## src/rtl/mem_port_arbiter.sv

```systemverilog
// rtl/mem_port_arbiter.sv - two-requester (icache refill / data) arbiter onto a single memory port
module mem_port_arbiter #(
    parameter int I_BURST_LEN = 4
) (
    input  logic        clk,
    input  logic        resetn,
    input  logic        i_rd_req,
    input  logic [2:0]  i_rd_type,
    input  logic [31:0] i_rd_addr,
    output logic        i_rd_rdy,
    output logic        i_ret_valid,
    output logic        i_ret_last,
    output logic [31:0] i_ret_data,
    input  logic        d_req,
    input  logic        d_wr,
    input  logic [2:0]  d_size,
    input  logic [31:0] d_addr,
    input  logic [3:0]  d_wstrb,
    input  logic [31:0] d_wdata,
    output logic        d_addrok,
    output logic        d_dataok,
    output logic [31:0] d_rdata,
    output logic        m_req,
    output logic        m_wr,
    output logic [2:0]  m_size,
    output logic [1:0]  m_len,
    output logic [31:0] m_addr,
    output logic [3:0]  m_wstrb,
    output logic [31:0] m_wdata,
    input  logic        m_addr_ok,
    input  logic        m_rvalid,
    input  logic        m_rlast,
    input  logic [31:0] m_rdata,
    input  logic        m_wresp,
    output logic        proto_err
);

    typedef enum logic [2:0] {
        IDLE,
        I_REQ,
        I_RESP,
        D_REQ,
        D_RESP
    } state_t;

    localparam logic [1:0] BURST_LEN_M1 = 2'(I_BURST_LEN - 1);
    localparam logic [2:0] BURST_BEATS  = 3'(I_BURST_LEN);

    state_t      state_q, state_d;
    logic        last_inst_q, last_inst_d;
    logic [1:0]  beat_cnt_q, beat_cnt_d;
    logic        proto_err_q, proto_err_d;
    logic        burst_q, burst_d;
    logic        wr_q, wr_d;
    logic [2:0]  size_q, size_d;
    logic [31:0] addr_q, addr_d;
    logic [3:0]  wstrb_q, wstrb_d;
    logic [31:0] wdata_q, wdata_d;

    logic        grant_inst;
    logic        grant_data;
    logic [2:0]  beats_seen;

    always_ff @(posedge clk or negedge resetn) begin
        if (!resetn) begin
            state_q     <= IDLE;
            last_inst_q <= 1'b1;
            beat_cnt_q  <= 2'd0;
            proto_err_q <= 1'b0;
            burst_q     <= 1'b0;
            wr_q        <= 1'b0;
            size_q      <= 3'd0;
            addr_q      <= 32'd0;
            wstrb_q     <= 4'd0;
            wdata_q     <= 32'd0;
        end else begin
            state_q     <= state_d;
            last_inst_q <= last_inst_d;
            beat_cnt_q  <= beat_cnt_d;
            proto_err_q <= proto_err_d;
            burst_q     <= burst_d;
            wr_q        <= wr_d;
            size_q      <= size_d;
            addr_q      <= addr_d;
            wstrb_q     <= wstrb_d;
            wdata_q     <= wdata_d;
        end
    end

    always_comb begin
        state_d     = state_q;
        last_inst_d = last_inst_q;
        beat_cnt_d  = beat_cnt_q;
        proto_err_d = proto_err_q;
        burst_d     = burst_q;
        wr_d        = wr_q;
        size_d      = size_q;
        addr_d      = addr_q;
        wstrb_d     = wstrb_q;
        wdata_d     = wdata_q;

        grant_inst  = 1'b0;
        grant_data  = 1'b0;
        beats_seen  = 3'(beat_cnt_q) + 3'd1;

        i_rd_rdy    = 1'b0;
        i_ret_valid = 1'b0;
        i_ret_last  = 1'b0;
        i_ret_data  = 32'd0;
        d_addrok    = 1'b0;
        d_dataok    = 1'b0;
        d_rdata     = 32'd0;
        m_req       = 1'b0;
        m_wr        = 1'b0;
        m_size      = 3'd0;
        m_len       = 2'd0;
        m_addr      = 32'd0;
        m_wstrb     = 4'd0;
        m_wdata     = 32'd0;

        case (state_q)
            IDLE: begin
                // Grant pulses are gated by resetn so they stay low while reset is held.
                grant_inst = resetn && i_rd_req && (!d_req || !last_inst_q);
                grant_data = resetn && d_req && !grant_inst;
                if (grant_inst) begin
                    i_rd_rdy    = 1'b1;
                    last_inst_d = 1'b1;
                    burst_d     = (i_rd_type == 3'b100);
                    wr_d        = 1'b0;
                    size_d      = 3'b010;
                    addr_d      = i_rd_addr;
                    wstrb_d     = 4'd0;
                    wdata_d     = 32'd0;
                    state_d     = I_REQ;
                end else if (grant_data) begin
                    d_addrok    = 1'b1;
                    last_inst_d = 1'b0;
                    burst_d     = 1'b0;
                    wr_d        = d_wr;
                    size_d      = d_size;
                    addr_d      = d_addr;
                    wstrb_d     = d_wstrb;
                    wdata_d     = d_wdata;
                    state_d     = D_REQ;
                end
                if (m_rvalid || m_wresp) begin
                    proto_err_d = 1'b1;
                end
            end

            I_REQ, D_REQ: begin
                m_req   = 1'b1;
                m_wr    = wr_q;
                m_size  = size_q;
                m_len   = burst_q ? BURST_LEN_M1 : 2'd0;
                m_addr  = addr_q;
                m_wstrb = wstrb_q;
                m_wdata = wdata_q;
                if (m_addr_ok) begin
                    state_d = (state_q == I_REQ) ? I_RESP : D_RESP;
                end
                if (m_rvalid || m_wresp) begin
                    proto_err_d = 1'b1;
                end
            end

            I_RESP: begin
                i_ret_valid = m_rvalid;
                i_ret_last  = m_rlast;
                i_ret_data  = m_rdata;
                if (m_rvalid) begin
                    if (m_rlast) begin
                        if (beats_seen != (burst_q ? BURST_BEATS : 3'd1)) begin
                            proto_err_d = 1'b1;
                        end
                        beat_cnt_d = 2'd0;
                        state_d    = IDLE;
                    end else begin
                        beat_cnt_d = beat_cnt_q + 2'd1;
                    end
                end
                if (m_wresp) begin
                    proto_err_d = 1'b1;
                end
            end

            D_RESP: begin
                if (wr_q) begin
                    d_dataok = m_wresp;
                    if (m_wresp) begin
                        state_d = IDLE;
                    end
                    if (m_rvalid) begin
                        proto_err_d = 1'b1;
                    end
                end else begin
                    d_dataok = m_rvalid;
                    d_rdata  = m_rdata;
                    if (m_rvalid) begin
                        state_d = IDLE;
                    end
                    if (m_wresp) begin
                        proto_err_d = 1'b1;
                    end
                end
            end

            default: begin
                state_d = IDLE;
            end
        endcase
    end

    assign proto_err = proto_err_q;

endmodule

```

## config.mk

```make
export PLATFORM = sky130hd
export DESIGN_NAME = mem_port_arbiter
export DESIGN_NICKNAME = d
export VERILOG_FILES = /design/src/rtl/mem_port_arbiter.sv
export SDC_FILE = /design/constraint.sdc
export NUM_CORES = 1
export LEC_CHECK = 0
export ABC_AREA = 1
export BUFFER_PORTS_ARGS = -buffer_cell sky130_fd_sc_hd__buf_2
export CORE_ASPECT_RATIO = 2
export CORE_MARGIN = 2
export CORE_UTILIZATION = 35
export CTS_BUF_LIST = sky130_fd_sc_hd__clkbuf_4
export CTS_CLUSTER_DIAMETER = 80
export CTS_CLUSTER_SIZE = 14
export DETAILED_ROUTE_END_ITERATION = 12
export MAX_ROUTING_LAYER = met4
export PLACE_DENSITY = 0.79
export SETUP_SLACK_MARGIN = 0.15
export SYNTH_ARGS = -nofsm -noshare
export SYNTH_HDL_FRONTEND = slang
export SYNTH_SLANG_ARGS = --single-unit
```

## constraint.sdc

```tcl
create_clock -name clk -period 1.38 [get_ports clk]
set_clock_uncertainty 0.15 [all_clocks]
set_input_delay 0.345 -clock clk [delete_from_list [all_inputs] [get_ports clk]]
set_output_delay 0.345 -clock clk [all_outputs]
set_load 0.01 [all_outputs]
```

==> Word-level counts from Yosys, hierarchy flattened <==
Index checks and enable logic that the tools add are counted.
{ "totals": {"register_bits": 80, "inputBits": 147, "output_inout_bits": 145, "word_cells": 102} }
{ "classes": {"add_sub_neg": 2, "eq_ne": 18, "muxes": 54, "reduce_logical": 18} }
{ "op_table": {"columns": ["cell", "n"], "rows": [
  ["$mux W32", 9],
  ["$mux W3", 13],
  ["$mux W1", 24],
  ["$ne A3 B3 Y1 const B", 8],
  ["$mux W4", 3],
  ["$pmux W3 S4", 1],
  ["$reduce_and A7 Y1", 1],
  ["$eq A3 B2 Y1 const B", 2],
  ["$eq A3 B3 Y1 const B", 2],
  ["$mux W2", 3],
  ["$ne A2 B2 Y1 const B", 3],
  ["$reduce_and A6 Y1", 1],
  ["$logic_and A1 B1 Y1", 4],
  ["$reduce_and A2 Y1", 2],
  ["$add A2 B1 Y3 const B", 1],
  ["$eq A3 B1 Y1 const B", 1],
  ["$logic_not A1 Y1", 3],
  ["$logic_not A3 Y1", 1],
  ["$ne A3 B3 Y1", 1],
  ["$pmux W1 S3", 1],
  ["$reduce_bool A3 Y1", 1],
  ["$reduce_or A3 Y1", 1],
  ["$add A2 B1 Y2 const B", 1],
  ["$logic_or A1 B1 Y1", 2],
  ["other kinds (3)", 3]
]} }

==> Depth between registers and ports, before layout <==
{ "depth": {"depth_word": 8, "mapped_depth": 8, "depth_no_buf": 8} }

==> Worst setup path before layout <==
Ideal clock, no wire load.
{ "synth_timing": {"path_kind": "flip-flop to output port", "from": "reg state_q[0]", "to": "out m_addr[0]", "t_arrival_ns": 1.188, "t_required_ns": 0.885, "setup_slack_ns": -0.303, "path_stages_with_launch": 6, "n_path_buf": 1, "cell_sequence": "dfrtp_1 -> inv_2 -> nor2_1 -> inv_2 -> clkbuf_1 -> nor2_1"} }
{ "synth_between": {"elab_chain_cells": 3, "elab_cells_between_ends": 4, "cone_classes": "eq/ne: 2; mux: 1; reduce/logical: 1"} }
{ "synth_rtl": {"columns": ["item", "line", "source"], "rows": [
  ["from (decl)", "49", "state_t state_q, state_d;"],
  ["from (signal assigned)", "77", "state_q <= state_d;"],
  ["$eq A3 B1 Y1 or $eq A3 B2 Y1 (tied branches)", "121", "case (state_q)"],
  ["$reduce_or A2 Y1 *", "121", null],
  ["$mux W32 *", "121", null],
  ["to (decl)", "27", "output logic [31:0] m_addr,"]
]} }
Every way passes the cells marked *; elsewhere a longest branch is shown, timed or not.

==> Final worst setup path <==
{ "layout_timing": {"from": "reg state_q[0]", "to": "out m_wdata[4]"} }
{ "layout_between": {"elab_chain_cells": 3, "elab_cells_between_ends": 4, "cone_classes": "eq/ne: 2; mux: 1; reduce/logical: 1"} }
{ "layout_rtl": {"columns": ["item", "line", "source"], "rows": [
  ["$eq A3 B1 Y1 or $eq A3 B2 Y1 (tied branches)", "121", null],
  ["$reduce_or A2 Y1 *", "121", null],
  ["$mux W32 *", "121", null],
  ["to (decl)", "29", "output logic [31:0] m_wdata,"]
]} }
Marks and branches as above.

==> metrics <==
warnings from Yosys 0; Max Root-Sink Buffers 2; Port Buffers 291; Post-DRT Antenna Nets 0; final worst slack -0.885 ns; GR Util met2 48.2%; relative slew slack 39.1%; most common cell after layout, fill and taps aside buf_2; post-DR wirelength/cell 14.8 um; Fin. Hold Viols 0; Reg clk slew, reported paths 0.13 ns; Sink Count 80; Max Clk Rate 0.442 GHz; Pleak 4.53 nW; crit path cell chain inv_2, nor2_4, inv_6, buf_12, buf_12, nor2_1, buf_2; Mapped Cells 673; Final Net Count 1203; Core Region 12900 sq um; CTS tree yes; fin crit period 2.26 ns; Vias 5663; worst vdd ir 1.28 mV; status finished with violations; post-synthesis instance area 4580 sq um; antenna violations before repair 2; Min-Delay Path Class primary input to asynchronous set/reset pin; Worst-Margin Slew 0.913 ns; pre-CTS setup slack -0.317 ns; r2r startpoint state_q[0]; remaining global-route overflow 0; Slowest-stage cell, CP dfrtp_1; GRT busiest layer met2; Max Cap Viol 0; number of DRC markers in iteration 0 237; Die Area 14100 sq um; layout cells sized above 1 55.0%; period utilisation layout 164%; fin util 65.8%; CP required 0.88 ns; post-placement cell area 7140 sq um; largest net degree at the start of global routing 73; chip height 166 um; Skew-Pair Late Insertion Delay 0.41 ns; Final HPWL DP 12000 um; initial core utilization 35.4%; DRT Wirelength 17900 um; PD cells 1620 nW/um^2; most frequent cells in the layout buf_2 (243), nand2_1 (163), inv_1 (111); most frequent CP cell buf_12; row count 59; worst hold margin 0.0460 ns; GR Util All Layers 25.3%; crit end category output pin; synth unique cells 23; Ports 292; r2r worst-path depth 14; Die Width 84.9 um; Syn Area/Cell 6.80 sq um; Final Max Slew Viols 0; Cell Count, Final, Fillers Out 1213; number of global-route vias before repair 5832; Placer Congestion 0.881; residual DRC count 0; RSZ-0062 raised after global routing yes; CP max stage delay 0.44 ns; sequential-to-total area share from yosys stat 43.8%; Mapped Nets 821; arrival time worst endpoint 1.77 ns; Startpoint Class flop; area grow syn2layout 85.6%; failing checks setup timing; first-pass GRT wire length 27500 um; met1 Usage GRT 22.9%; CP Class flop to output pin; crit-path max FO 8; vias per cell 4.67; Yosys reg bits 80; RR Endpoint size_q[1]; Initial DRT Pass Iterations 4; final setup violation count 225; clock root buffer clkbuf_4; global routing usage on met3 4.32%; Final Cell Area 8500 sq um; CTS Buf Count 9; # H-tree levels 3; DP Cell Count 1134; R2R Setup Slk -0.77 ns
cell usage after synthesis, drive strengths merged:
cell type  number  share of area (%)
buf            22                3.5
nand3b          1               0.16
nand3           7                1.3
inv           119                9.8
nand2         196                 16
a21oi           3               0.57
o21ai          79                 11
o21bai          1               0.16
nor2          150                 12
dfrtp          79                 43
nor3            1               0.11
ha              1               0.27
dfstp           1               0.57
clkbuf         13                1.1
area by class of cell:
cell class / instances / area, sq um
Multi-Input combinational cell: 439 / 2570
Inverter: 119 / 454
Clock inverter: 5 / 58.8
Fill cell: 1047 / 4420
Timing Repair Buffer: 406 / 3140
Clock buffer: 10 / 75.1
Tap cell: 152 / 190
Antenna cell: 2 / 5.00
Sequential cell: 80 / 2000
worst max-delay path by stage:
stage,slack [ns],start,end
2_1_floorplan,-0.15,state_q[1],d_rdata[17]
3_3_place_gp,-0.30,state_q[0],i_ret_data[20]
3_5_place_dp,-0.32,state_q[2],d_rdata[15]
4_1_cts,-0.81,state_q[2],m_wdata[3]
5_1_grt,-0.94,state_q[0],m_wdata[4]
6_report,-0.88,state_q[0],m_wdata[4]
cells by family after synthesis:
group / Yosys count / synth area share [%]
AOI/OAI and AO/OA: 83 / 11.7
adders and majority gates: 1 / 0.273
buffers and inverters: 154 / 14.3
DFF: 80 / 43.8
and+or+nand+nor: 355 / 30.0
worst max-delay path, delay by kind of cell (launching register included):
family / cells / cell delay (ns)
buffers and inverters: 5 / 0.62
DFF: 1 / 0.44
and+or+nand+nor: 2 / 0.28
report_power, final:
group          switching [mW]  internal (mW)
clock                   0.844          0.564
combinational            4.88           3.97
sequential              0.299           3.24
state kept, by name (all words and copies together) (netlist names):
signal	flops
addr_q	32
wdata_q	32
wstrb_q	4
size_q	3
state_q	3
beat_cnt_q	2
burst_q	1
last_inst_q	1
proto_err	1
wr_q	1
stage by stage:
| stage | setup TNS, ns | power [mW] |
|---|---|---|
| 3_3_place_gp | -47.36 | 10.7 |
| 6_report | -145.36 | 13.8 |
| 5_1_grt | -165.56 | 14.7 |
| 2_1_floorplan | -22.69 | 8.23 |
| 3_5_place_dp | -54.37 | 10.9 |
| 4_1_cts | -134.40 | 13.4 |
metal layers:
layer	vias to the layer above	part of all wire, %
met5	-	0
met2	274	57
met1	2574	32
li1	2746	-
met4	0	5.5
met3	69	5.5
what timing repair did:
item / in CTS / in global routing
hold buffers: 41 / 0
endpoints found under the setup margin: 225 / 225
gates resized for setup: 96 / 26
gates cloned: 3 / 2
setup buffers: 11 / 5
endpoints found under the hold margin: 48 / 0
pin swaps: 6 / 3
Note: power is estimated with default switching activity, not from simulation.
